### src/rtl/if_fetch_stage_pkg.sv
// Shared CPU constants and types for the fetch stage and its IF/ID register.
package if_fetch_stage_pkg;

  localparam int          DATA_W           = 32;
  localparam int          WORD_BYTES       = 4;
  localparam logic [31:0] INSTR_NOP        = 32'h0000_0000;
  localparam logic [31:0] RESET_PC_DEFAULT = 32'h0000_0000;

  typedef enum logic {
    ST_RUN  = 1'b0,
    ST_HALT = 1'b1
  } fetch_state_e;

  function automatic logic [DATA_W-1:0] word_align(input logic [DATA_W-1:0] addr);
    return {addr[DATA_W-1:2], 2'b00};
  endfunction

endpackage

### src/rtl/if_fetch_stage_if_id_reg.sv
// IF/ID pipeline register: load a fetched instruction, hold, insert a bubble or flush.
module if_id_reg
  import if_fetch_stage_pkg::*;
(
  input  logic              clk,
  input  logic              rst_n,
  input  logic              load,
  input  logic              flush,
  input  logic              bubble,
  input  logic [DATA_W-1:0] next_pc_plus4,
  input  logic [DATA_W-1:0] next_instr,
  output logic [DATA_W-1:0] pc_plus4,
  output logic [DATA_W-1:0] instr,
  output logic              valid
);

  // flush clears everything; bubble only invalidates the instruction slot.
  always_ff @(posedge clk or negedge rst_n) begin
    if (!rst_n) begin
      pc_plus4 <= '0;
      instr    <= INSTR_NOP;
      valid    <= 1'b0;
    end else if (flush) begin
      pc_plus4 <= '0;
      instr    <= INSTR_NOP;
      valid    <= 1'b0;
    end else if (bubble) begin
      instr    <= INSTR_NOP;
      valid    <= 1'b0;
    end else if (load) begin
      pc_plus4 <= next_pc_plus4;
      instr    <= next_instr;
      valid    <= 1'b1;
    end
  end

endmodule

### src/rtl/if_fetch_stage.sv
// Instruction-fetch stage: PC register, redirect/stall/halt priority, fetch counter.
module if_fetch_stage
  import if_fetch_stage_pkg::*;
#(
  parameter logic [31:0] RESET_PC   = RESET_PC_DEFAULT,
  parameter int          IMEM_WORDS = 32
) (
  input  logic        clk_i,
  input  logic        rst_i,
  output logic [31:0] pc_o,
  input  logic [31:0] instr_i,
  input  logic        stall_i,
  input  logic        redirect_i,
  input  logic [31:0] redirect_target_i,
  output logic [31:0] ifid_pc_plus4_o,
  output logic [31:0] ifid_instr_o,
  output logic        ifid_valid_o,
  output logic        halted_o,
  output logic        misalign_o,
  output logic [31:0] fetch_cnt_o
);

  localparam logic [DATA_W-1:0] PC_LIMIT = DATA_W'(IMEM_WORDS * WORD_BYTES);
  localparam logic [DATA_W-1:0] PC_STEP  = DATA_W'(WORD_BYTES);

  fetch_state_e      state_q;
  logic [DATA_W-1:0] pc_q;
  logic [DATA_W-1:0] pc_plus4;
  logic [DATA_W-1:0] fetch_cnt_q;
  logic              misalign_q;
  logic              oob;
  logic              ifid_load;
  logic              ifid_flush;
  logic              ifid_bubble;

  assign pc_plus4 = pc_q + PC_STEP;
  assign oob      = (pc_q >= PC_LIMIT);

  // Control priority: redirect > stall > halted/oob bubble > normal fetch.
  assign ifid_flush  = redirect_i;
  assign ifid_bubble = !redirect_i && !stall_i && ((state_q == ST_HALT) || oob);
  assign ifid_load   = !redirect_i && !stall_i && (state_q == ST_RUN) && !oob;

  always_ff @(posedge clk_i or negedge rst_i) begin
    if (!rst_i) begin
      state_q     <= ST_RUN;
      pc_q        <= RESET_PC;
      fetch_cnt_q <= '0;
      misalign_q  <= 1'b0;
    end else if (redirect_i) begin
      state_q    <= ST_RUN;
      pc_q       <= word_align(redirect_target_i);
      misalign_q <= misalign_q | (redirect_target_i[1:0] != 2'b00);
    end else if (!stall_i) begin
      case (state_q)
        ST_RUN: begin
          if (oob) begin
            state_q <= ST_HALT;
          end else begin
            pc_q        <= pc_plus4;
            fetch_cnt_q <= fetch_cnt_q + 32'd1;
          end
        end
        ST_HALT: state_q <= ST_HALT;
        default: state_q <= ST_RUN;
      endcase
    end
  end

  if_id_reg u_if_id_reg (
    .clk           (clk_i),
    .rst_n         (rst_i),
    .load          (ifid_load),
    .flush         (ifid_flush),
    .bubble        (ifid_bubble),
    .next_pc_plus4 (pc_plus4),
    .next_instr    (instr_i),
    .pc_plus4      (ifid_pc_plus4_o),
    .instr         (ifid_instr_o),
    .valid         (ifid_valid_o)
  );

  assign pc_o        = pc_q;
  assign halted_o    = (state_q == ST_HALT);
  assign misalign_o  = misalign_q;
  assign fetch_cnt_o = fetch_cnt_q;

endmodule

### config.mk
export PLATFORM = sky130hd
export DESIGN_NAME = if_fetch_stage
export DESIGN_NICKNAME = d
export VERILOG_FILES = /design/src/rtl/if_fetch_stage_pkg.sv /design/src/rtl/if_fetch_stage_if_id_reg.sv /design/src/rtl/if_fetch_stage.sv
export SDC_FILE = /design/constraint.sdc
export NUM_CORES = 1
export LEC_CHECK = 0
export ABC_AREA = 0
export CAP_MARGIN = 20
export CELL_PAD_IN_SITES_DETAIL_PLACEMENT = 1
export CELL_PAD_IN_SITES_GLOBAL_PLACEMENT = 1
export CORE_MARGIN = 2
export CORE_UTILIZATION = 34
export DETAILED_ROUTE_END_ITERATION = 8
export HOLD_SLACK_MARGIN = 0.02
export PLACE_DENSITY_LB_ADDON = 0.1
export SLEW_MARGIN = 20
export SYNTH_ARGS = -nofsm -noshare
export SYNTH_HDL_FRONTEND = slang
export SYNTH_SLANG_ARGS = --single-unit
### constraint.sdc
create_clock -name clk_i -period 2.1 [get_ports clk_i]
set_input_delay 0.21 -clock clk_i [delete_from_list [all_inputs] [get_ports clk_i]]
set_output_delay 0.21 -clock clk_i [all_outputs]
set_load 0.02 [all_outputs]
==> flow_metrics.tcl <==
set metrics [dict create \
    hold_violations 0 \
    seq_area_frac_synth_pct 62.1 \
    max_slew_margin_pct 63.1 \
    synthArstFlopShare_pct 100 \
    clk_path_buf_depth 2 \
    tritoncts "built" \
    tightestPinTransition_ns 0.554 \
    critPathLaunchType "flip-flop" \
    die_w_um 127 \
    ys_dominant_reg_cell "dfrtp_1" \
    synthAdderAreaFrac_pct 0.728 \
    synth.distinct_cells 34 \
    synth_compound_area_share_pct 6.94 \
    synth.mux.area_fraction_pct 6.04 \
    final_design_area_no_fill_um2 8080 \
    drive_gt1_share_pct 15.4 \
    utilization_pct 53.7 \
    synth_warnings 0 \
    p_leak_nw 3.49 \
    slew_violations 0 \
    finalWorstSetupSlack_ns 0.0842 \
    vdd_ir_drop_max_uv 590 \
    ioPinCount 199 \
    start_util_pct 34.3 \
    ys_ff_latch 128 \
    fmax_mhz 496 \
    area_delta_synth_final_pct 56.6 \
    clk_pin_slew_ns 0.06 \
    portBuffers 196 \
    synth_top_family_by_area "simple AND/OR/NAND/NOR gates" \
    via_per_inst 4.89 \
    status "completed" \
    die_h_um 127 \
    core.rowCount 45 \
    period_minus_slack_ns 2.02 \
    cp.required_ns 2.42 \
    setup_viol 0 \
    antenna_found_initial 1 \
    yosys.area.top_type "dfrtp_1" \
    grt_pass1_vias 4263 \
    n_fill_cell 1534 \
    cp_data_arrival_time_ns 2.34 \
    grt_usage_pct 19.1 \
    place_worst_setup_slack_ns -0.226 \
    period_share_pct 96.0 \
    drc_errors 0 \
    dr.pass1.iters 4 \
    gp_congestion 0.770 \
    hpwl_um 10400 \
    setup_total_negative_slack_ns 0 \
    grt_pass1_wl_um 23500 \
    crit_start "halted_o" \
    n_antenna_cell 0 \
    coreArea_um2 15000 \
    synth_xor_area_share_pct 6.62 \
    cts_root_buf "clkbuf_16" \
    synthSimpleGateAreaFrac_pct 15.4 \
    clock_skew_ns 0.00849 \
    holdCritPathClass "input port to asynchronous set/reset pin" \
    gr-total-overflow 0 \
    netlist_top_cells_area "dfrtp_1 62%, mux2_2 5.5%, a22o_1 5.4%" \
    nets 674 \
    multi_input_comb_area_um2 1880 \
    drt_iter0_markers 179 \
    cp_max_fo 3 \
    ant_nets 0 \
    cts_sinks 128 \
    die_area_um2 16200 \
    critPathKind "flip-flop to flip-flop" \
    layout.area.seq_um2 3200 \
    synthTopCellsByCount "128 x dfrtp_1, 32 x a22o_1, 30 x xnor2_1, 29 x and2_1, 25 x mux2_2" \
    placed_area_um2 7470 \
    cap_violations 0 \
    cts_buffers 17 \
    num_vias 3935 \
    netlist_instances 387 \
    yosysTopAreaCellShare_pct 62.1 \
    wl_um 14500 \
    cts_max_level 4 \
    post-synth-top-count-cell "dfrtp_1" \
    synth-edff-count 0 \
    routedWlPerCell_um 18.1 \
    syn_avg_cell_area_um2 13.3 \
    clkLatencyLatePin_ns 0.42 \
    powerDensity_nw_per_um2 734 \
    endpoint_kind "flip-flop" \
    grt_max_degree 59 \
    syn-cell-area_um2 5160 \
    rr_startpoint "halted_o" \
]
[repair_timing]
action	CTS	global route
hold buffers	1	0
gates resized for setup	0	2
buffers inserted	0	2
hold endpoints to repair	36	0
endpoints found under the setup margin	0	13
[layout by cell type, fill, tap and decap left out, drive strengths merged, types with 4 or more instances in the layout]
master	synthesis	final
and3	9	9
a22o	32	32
nor2	10	10
and2	29	29
dfrtp	128	128
inv	3	6
clkdlybuf4s50	0	194
nor3	8	8
buf	12	22
mux2	25	25
nor4	10	10
xnor2	30	30
clkinv	0	8
xor2	9	9
nand2	16	16
o21ai	7	7
clkbuf	9	17
nand3	17	17
nand4	10	10
a211oi	4	4
and4	6	6
[cell families (layout without fill, tap and decap cells)]
group                      count (synthesis)  in the layout
buffers and inverters                     24            252
AOI/OAI and AO/OA                         45             45
and+or+nand+nor                          119            119
adders and majority gates                  3              3
muxes                                     28             28
DFF                                      128            128
other                                      1              2
xor gates and xnor gates                  39             39
[report_power, final]
group	internal [W]	switching (W)	leakage [nW]
sequential	0.00253	0.0000832	1.72
combinational	0.000291	0.000247	1.50
clock	0.00164	0.00115	0.270
total	0.00445	0.00148	3.49
[layout make-up]
class / count / share of cell area [%]
Multi-Input combinational cell: 236 / 23.2
Tap cell: 188 / 2.91
Clock inverter: 15 / 1.70
Clock buffer: 17 / 5.26
Sequential cell: 128 / 39.6
Inverter: 3 / 0.139
Timing Repair Buffer: 217 / 27.1
[worst max-delay path, cell delays in order (launching register included)]
cell     delay (ns)
dfrtp_1        0.42
nor4_4         0.35
nand4_4        0.19
or4_4          0.59
nor3_2         0.18
xor2_1         0.20
[metrics by stage]
stage               power (W)  instances  hold slack (ns)
floorplan             0.00283        388          -0.0856
global placement      0.00318        769            0.226
detailed placement    0.00319        769            0.235
CTS                   0.00603        802            0.344
global route          0.00620        804            0.361
finish                0.00593        804            0.320
[path summary, 6_finish.rpt]
path	end	slack, ns	cells past startpoint
worst min-delay path	fetch_cnt_o[21]	0.32	2
max in group asynchronous	pc_o[16]	1.08	3
worst min register to register	misalign_o	0.47	1
min in group clk_i	pc_o[3]	0.37	3
worst max-delay path	fetch_cnt_o[27]	0.08	5
worst max register to register	fetch_cnt_o[27]	0.08	5
[metal layers]
metal / vias up / wire [µm] / GRT usage (%)
met5: - / 13 / 0
met4: 2 / 278 / 6.46
met3: 19 / 1220 / 9.25
met2: 123 / 7310 / 30.6
met1: 1994 / 5710 / 22.5
li1: 1797 / - / -
[registers in the layout, summed over array words and instances, names as in the netlist]
name and count:
u_if_id_reg.instr 32, u_if_id_reg.valid 1, fetch_cnt_o 32, pc_o 30
halted_o 1, u_if_id_reg.pc_plus4 31, misalign_o 1
No activity file was read; power rests on OpenSTA's default activity.
